`src/rtl/rgb_gray_stage_if.sv`:
```
// ============================================================================
//  Module   : rgb_gray_stage_if
//  Purpose  : Byte-stream input, luma FIFO output and control signals of the
//             RGB-to-gray stage.
//  Revision : 1.0  initial release
// ============================================================================
`default_nettype none

interface rgb_gray_stage_if;
  logic       gray_enable;
  logic [7:0] rgb_in;
  logic       rgb_valid;
  logic       pause;
  logic [7:0] gray_out;
  logic       gray_valid;
  logic       gray_ready;
  logic       gray_done;

  // Master drives the stage (controller, frame store and downstream sink).
  modport master (
    output gray_enable,
    output rgb_in,
    output rgb_valid,
    output gray_ready,
    input  pause,
    input  gray_out,
    input  gray_valid,
    input  gray_done
  );

  modport slave (
    input  gray_enable,
    input  rgb_in,
    input  rgb_valid,
    input  gray_ready,
    output pause,
    output gray_out,
    output gray_valid,
    output gray_done
  );
endinterface

`default_nettype wire

```
`src/rtl/rgb_gray_stage.sv`:
```
// ============================================================================
//  Module   : rgb_gray_stage
//  Purpose  : Assembles R,G,B byte triples into pixels, converts each to 8-bit
//             luma and queues results in a small FIFO with level-style pause.
//  Revision : 1.0  initial release
// ============================================================================
`default_nettype none

module rgb_gray_stage #(
  parameter int N          = 2,
  parameter int M          = 2,
  parameter int FIFO_DEPTH = 4
) (
  input  logic             clk,
  input  logic             rst_n,
  rgb_gray_stage_if.slave  bus
);

  localparam int c_pixels = N * M;
  localparam int c_pw     = $clog2(c_pixels + 1);
  localparam int c_aw     = (FIFO_DEPTH > 1) ? $clog2(FIFO_DEPTH) : 1;
  localparam int c_cw     = $clog2(FIFO_DEPTH + 1);

  localparam logic [c_pw-1:0] c_last_pix  = c_pw'(c_pixels - 1);
  localparam logic [c_cw:0]   c_pause_lvl = (c_cw + 1)'(FIFO_DEPTH - 1);

  typedef enum logic [1:0] {
    S_IDLE  = 2'd0,
    S_RUN   = 2'd1,
    S_DRAIN = 2'd2,
    S_DONE  = 2'd3
  } state_t;

  state_t            state_q, state_d;
  logic [1:0]        byte_cnt_q, byte_cnt_d;
  logic [c_pw-1:0]   pix_cnt_q, pix_cnt_d;
  logic [7:0]        r_q, r_d;
  logic [7:0]        g_q, g_d;

  logic [7:0]        mem_q [FIFO_DEPTH];
  logic [c_aw-1:0]   wr_ptr_q, rd_ptr_q;
  logic [c_cw-1:0]   count_q;

  logic              w_push;
  logic              w_pop;
  logic              w_clear;
  logic              w_fifo_empty;
  logic [15:0]       w_sum;
  logic [7:0]        w_luma;
  logic [c_cw:0]     w_level;

  // Luma uses the live byte as B so the pixel lands in the FIFO on the B edge.
  assign w_sum  = (16'd77  * {8'd0, r_q})
                + (16'd150 * {8'd0, g_q})
                + (16'd29  * {8'd0, bus.rgb_in});
  assign w_luma = 8'(w_sum >> 8);

  assign w_fifo_empty = (count_q == '0);
  assign w_pop        = !w_fifo_empty && bus.gray_ready;

  // Margin of one slot covers the byte the store may still send after pause.
  assign w_level = {1'b0, count_q} + {{c_cw{1'b0}}, (byte_cnt_q == 2'd2)};

  assign bus.pause      = (state_q == S_RUN) && (w_level >= c_pause_lvl);
  assign bus.gray_valid = !w_fifo_empty;
  assign bus.gray_out   = w_fifo_empty ? 8'h00 : mem_q[rd_ptr_q];
  assign bus.gray_done  = (state_q == S_DONE);

  always_comb begin
    state_d    = state_q;
    byte_cnt_d = byte_cnt_q;
    pix_cnt_d  = pix_cnt_q;
    r_d        = r_q;
    g_d        = g_q;
    w_push     = 1'b0;
    w_clear    = 1'b0;

    case (state_q)
      S_IDLE: begin
        if (bus.gray_enable) begin
          state_d = S_RUN;
        end
      end

      S_RUN: begin
        if (!bus.gray_enable) begin
          state_d    = S_IDLE;
          w_clear    = 1'b1;
          byte_cnt_d = 2'd0;
          pix_cnt_d  = '0;
        end else if (bus.rgb_valid) begin
          case (byte_cnt_q)
            2'd0: begin
              r_d        = bus.rgb_in;
              byte_cnt_d = 2'd1;
            end
            2'd1: begin
              g_d        = bus.rgb_in;
              byte_cnt_d = 2'd2;
            end
            default: begin
              w_push     = 1'b1;
              byte_cnt_d = 2'd0;
              if (pix_cnt_q == c_last_pix) begin
                pix_cnt_d = '0;
                state_d   = S_DRAIN;
              end else begin
                pix_cnt_d = pix_cnt_q + c_pw'(1);
              end
            end
          endcase
        end
      end

      S_DRAIN: begin
        if (!bus.gray_enable) begin
          state_d    = S_IDLE;
          w_clear    = 1'b1;
          byte_cnt_d = 2'd0;
          pix_cnt_d  = '0;
        end else if (w_fifo_empty) begin
          state_d = S_DONE;
        end
      end

      default: begin
        state_d = S_IDLE;
      end
    endcase
  end

  always_ff @(posedge clk or negedge rst_n) begin
    if (!rst_n) begin
      state_q    <= S_IDLE;
      byte_cnt_q <= 2'd0;
      pix_cnt_q  <= '0;
      r_q        <= 8'h00;
      g_q        <= 8'h00;
    end else begin
      state_q    <= state_d;
      byte_cnt_q <= byte_cnt_d;
      pix_cnt_q  <= pix_cnt_d;
      r_q        <= r_d;
      g_q        <= g_d;
    end
  end

  // Pointers wrap naturally because the depth is a power of two.
  always_ff @(posedge clk or negedge rst_n) begin
    if (!rst_n) begin
      wr_ptr_q <= '0;
      rd_ptr_q <= '0;
      count_q  <= '0;
    end else if (w_clear) begin
      wr_ptr_q <= '0;
      rd_ptr_q <= '0;
      count_q  <= '0;
    end else begin
      if (w_push) begin
        wr_ptr_q <= wr_ptr_q + c_aw'(1);
      end
      if (w_pop) begin
        rd_ptr_q <= rd_ptr_q + c_aw'(1);
      end
      case ({w_push, w_pop})
        2'b10:   count_q <= count_q + c_cw'(1);
        2'b01:   count_q <= count_q - c_cw'(1);
        default: count_q <= count_q;
      endcase
    end
  end

  always_ff @(posedge clk) begin
    if (w_push) begin
      mem_q[wr_ptr_q] <= w_luma;
    end
  end

endmodule

`default_nettype wire

```
`src/flat_wrapper.sv`:
```
// flat-port wrapper written by rule: the top's interface ports become plain ports
module rgb_gray_stage_flat 
#(
  parameter int N          = 2,
  parameter int M          = 2,
  parameter int FIFO_DEPTH = 4
)
  (clk, rst_n, bus_gray_enable, bus_rgb_in, bus_rgb_valid, bus_gray_ready, bus_pause, bus_gray_out, bus_gray_valid, bus_gray_done);
  rgb_gray_stage_if bus_i ();
  input  logic clk;
  input  logic rst_n;
  input wire logic [$bits(bus_i.gray_enable)-1:0] bus_gray_enable;
  input wire logic [$bits(bus_i.rgb_in)-1:0] bus_rgb_in;
  input wire logic [$bits(bus_i.rgb_valid)-1:0] bus_rgb_valid;
  input wire logic [$bits(bus_i.gray_ready)-1:0] bus_gray_ready;
  output wire logic [$bits(bus_i.pause)-1:0] bus_pause;
  output wire logic [$bits(bus_i.gray_out)-1:0] bus_gray_out;
  output wire logic [$bits(bus_i.gray_valid)-1:0] bus_gray_valid;
  output wire logic [$bits(bus_i.gray_done)-1:0] bus_gray_done;
  assign bus_i.gray_enable = bus_gray_enable;
  assign bus_i.rgb_in = bus_rgb_in;
  assign bus_i.rgb_valid = bus_rgb_valid;
  assign bus_i.gray_ready = bus_gray_ready;
  assign bus_pause = bus_i.pause;
  assign bus_gray_out = bus_i.gray_out;
  assign bus_gray_valid = bus_i.gray_valid;
  assign bus_gray_done = bus_i.gray_done;
  rgb_gray_stage #(.N(N), .M(M), .FIFO_DEPTH(FIFO_DEPTH)) u_core (.clk(clk), .rst_n(rst_n), .bus(bus_i));
endmodule
```
`config.mk`:
```
export PLATFORM = sky130hd
export DESIGN_NAME = rgb_gray_stage_flat
export DESIGN_NICKNAME = d
export VERILOG_FILES = /design/src/rtl/rgb_gray_stage_if.sv /design/src/rtl/rgb_gray_stage.sv /design/src/flat_wrapper.sv
export SDC_FILE = /design/constraint.sdc
export NUM_CORES = 1
export LEC_CHECK = 0
export ABC_AREA = 1
export BUFFER_PORTS_ARGS = -buffer_cell sky130_fd_sc_hd__buf_2
export CAP_MARGIN = 30
export CORE_MARGIN = 4
export CORE_UTILIZATION = 45
export DETAILED_ROUTE_END_ITERATION = 16
export PLACE_DENSITY = 0.71
export SYNTH_ARGS = -nofsm -noshare
export SYNTH_HDL_FRONTEND = slang
export SYNTH_SLANG_ARGS = --single-unit
```
`constraint.sdc`:
```
create_clock -name clk -period 12.35 [get_ports clk]
set_clock_uncertainty 0.05 [all_clocks]
set_input_delay 1.235 -clock clk [delete_from_list [all_inputs] [get_ports clk]]
set_output_delay 1.235 -clock clk [all_outputs]
set_load 0.02 [all_outputs]
```
==> flow_summary.ini <==
[grt]
grt_max_degree = 31
track_usage = 0.166
overflow = 0
grt_pass1_wl_um = 21300
grt_pass1_vias = 4726
antenna_found_initial = 0

[critical_path]
crit_arrival_ns = 6.21
startpoint_type = register
critPathMaxFanout = 5
cp-end-kind = register
setup.worst_path.class = reg2reg
crit_required_ns = 12.37

[drt]
wl_per_cell_um = 13.0
drc = 0
dr_total_vias = 4410
routed_via_density = 4.87
ant_nets = 0
finalWirelength_um = 11800
first_iter_violations = 220
drt-pass1-iter-count = 4

[clock_network]
clockBufferDepth = 2
cts_tree = built
cts.sinks = 62
insertion_delay_ns = 0.33
postCtsHoldBufs = 0
clockRootBuffer = clkbuf_16
htree_levels = 3
cts.repair.resized = 0
path_clk_slew_ns = 0.05
postCtsSetupRepairBufs = 0
numCtsBuffers = 9

[yosys]
yosysMostFrequentCell = inv_1
syn_area_per_cell_um2 = 8.98
yosys_register_bits = 62
synth_area_leaders = ha_1 (19%), fa_1 (18%), edfxtp_1 (15%), dfrtp_1 (12%), inv_1 (8.9%)
netlist.area_leader.share = 0.192
syn_area_um2 = 6260
synth_top_area_cell = ha_1
synth_edf_count = 32
yosysWarnings = 0
synth_cell_type_count = 39
syn-instance-count = 697
synth-async-reset-ratio = 0.484
synth-seq-area-share = 0.273
ys_top_cells_by_count = inv_1 (149), nand2_1 (107), ha_1 (96)
syn_nets = 862
synthFlopType = edfxtp_1

[outcome]
outcome = finished clean

[floorplanning]
io_pins = 24
die_y_um = 126
core-area_um2 = 13500
die_x_um = 126
die_area_um2 = 15900
initial_core_util = 0.465
rows = 42

[hold_path]
hp-class = reg2reg

[placed_design]
gp_congestion = 0.851
port-buffer-count = 23
dpl.hpwl_um = 9690

[timing]
hold_viol = 0
finalCriticalPeriod_ns = 6.19
min_period_over_period = 0.501
max_freq_ghz = 0.162
rsz0062_at_grt = no
max_slew_margin = 0.453
setup_violations = 0
maxSlewViolCount = 0
tns_ns = 0
worstMarginPinSlew_ns = 0.817

[final_layout]
layout-area-overhead-vs-synth_pct = 8.97
diodes = 0
drive_gt1_frac = 0.110
nets = 890

[job]
max_cap_viol_count = 0
## through the flow
step / hold slack (ns) / utilization / std cells / cell area (um^2) / worst slack [ns]
after floorplan: 0.386 / - / 697 / 6260 / 6.51
after global placement: 0.401 / 0.487 / 890 / 6550 / 6.30
after global routing: 0.467 / 0.507 / 906 / 6820 / 5.69
after detailed placement: 0.413 / 0.487 / 890 / 6550 / 6.17
after CTS: 0.429 / 0.507 / 906 / 6820 / 6.16
final: 0.429 / 0.507 / 906 / 6820 / 6.16
## path summary, 6_finish.rpt
check	slack, ns	to	cells past startpoint	start
min in group asynchronous	0.90	u_core.state_q[0]	1	rst_n
max reg2reg	6.16	u_core.mem_q[2][6]	24	u_core.g_q[3]
max in group asynchronous	10.90	u_core.r_q[6]	1	rst_n
max	6.16	u_core.mem_q[2][6]	24	u_core.g_q[3]
min reg2reg	0.43	u_core.pix_cnt_q[2]	2	u_core.pix_cnt_q[2]
min	0.43	u_core.pix_cnt_q[2]	2	u_core.pix_cnt_q[2]
## logic make-up (layout without fill, tap and decap cells)
family          Yosys count  after routing  share of synthesized area
simple gates            215            215                      0.147
fa+ha+maj               152            152                      0.371
flops                    62             62                      0.273
xor+xnor                 11             11                     0.0154
buf+inv                 161            194                      0.101
compound gates           96             96                     0.0919
## sequential cells by signal, indices dropped and copies added, names as in the netlist
signal,cells
u_core.r_q,8
u_core.state_q,2
u_core.count_q,3
u_core.mem_q,32
u_core.pix_cnt_q,3
u_core.wr_ptr_q,2
u_core.byte_cnt_q,2
u_core.g_q,8
u_core.rd_ptr_q,2
## layout make-up
cell class | count | area [um^2]
fillers | 1283 | 6630
multi-input cells | 474 | 3920
flip-flops and latches | 62 | 1710
inverters | 155 | 584
clock buffers | 9 | 225
well taps | 176 | 220
repair buffers | 23 | 115
clock inverters | 7 | 50.0
## worst max-delay path: stages, from the launching register on
cell and delay, ns:
dfrtp_1 0.45, ha_1 0.34, ha_1 0.28, ha_1 0.27, inv_1 0.05, fa_1 0.49, inv_1 0.04, ha_1 0.35
a21o_1 0.23, a21oi_1 0.15, xor2_1 0.19, fa_1 0.46, fa_1 0.48, fa_1 0.49, inv_1 0.05, fa_1 0.48
ha_1 0.36, nand2_1 0.14, inv_1 0.05, nand2_1 0.06, nand2_1 0.06, a21oi_1 0.20, nand2_1 0.07, nand2_1 0.06
nand2_1 0.08
## layer usage
layer / global-route usage / vias to the layer above / routed length (um)
li1: - / 2263 / -
met1: 0.204 / 2060 / 5390
met2: 0.295 / 71 / 5760
met3: 0.0322 / 16 / 418
met4: 0.0498 / 0 / 191
met5: 0 / - / 0
## placed cells by master (no fill, tap or decap), types with 4 or more instances in the layout
master,netlist,layout
nand2_2,7,7
ha_1,96,96
buf_2,0,23
nor2_1,62,62
xor2_1,7,7
fa_1,56,56
dfrtp_1,30,30
inv_2,4,4
xnor2_1,4,4
o21ai_2,16,16
nand2_1,107,107
a21oi_1,34,34
o21ai_0,29,29
inv_1,149,149
nand3_1,22,22
edfxtp_1,32,32
clkbuf_16,0,9
Power is not shown: default switching activity piles up to over one toggle a cycle in this logic, so the estimate is an artifact.
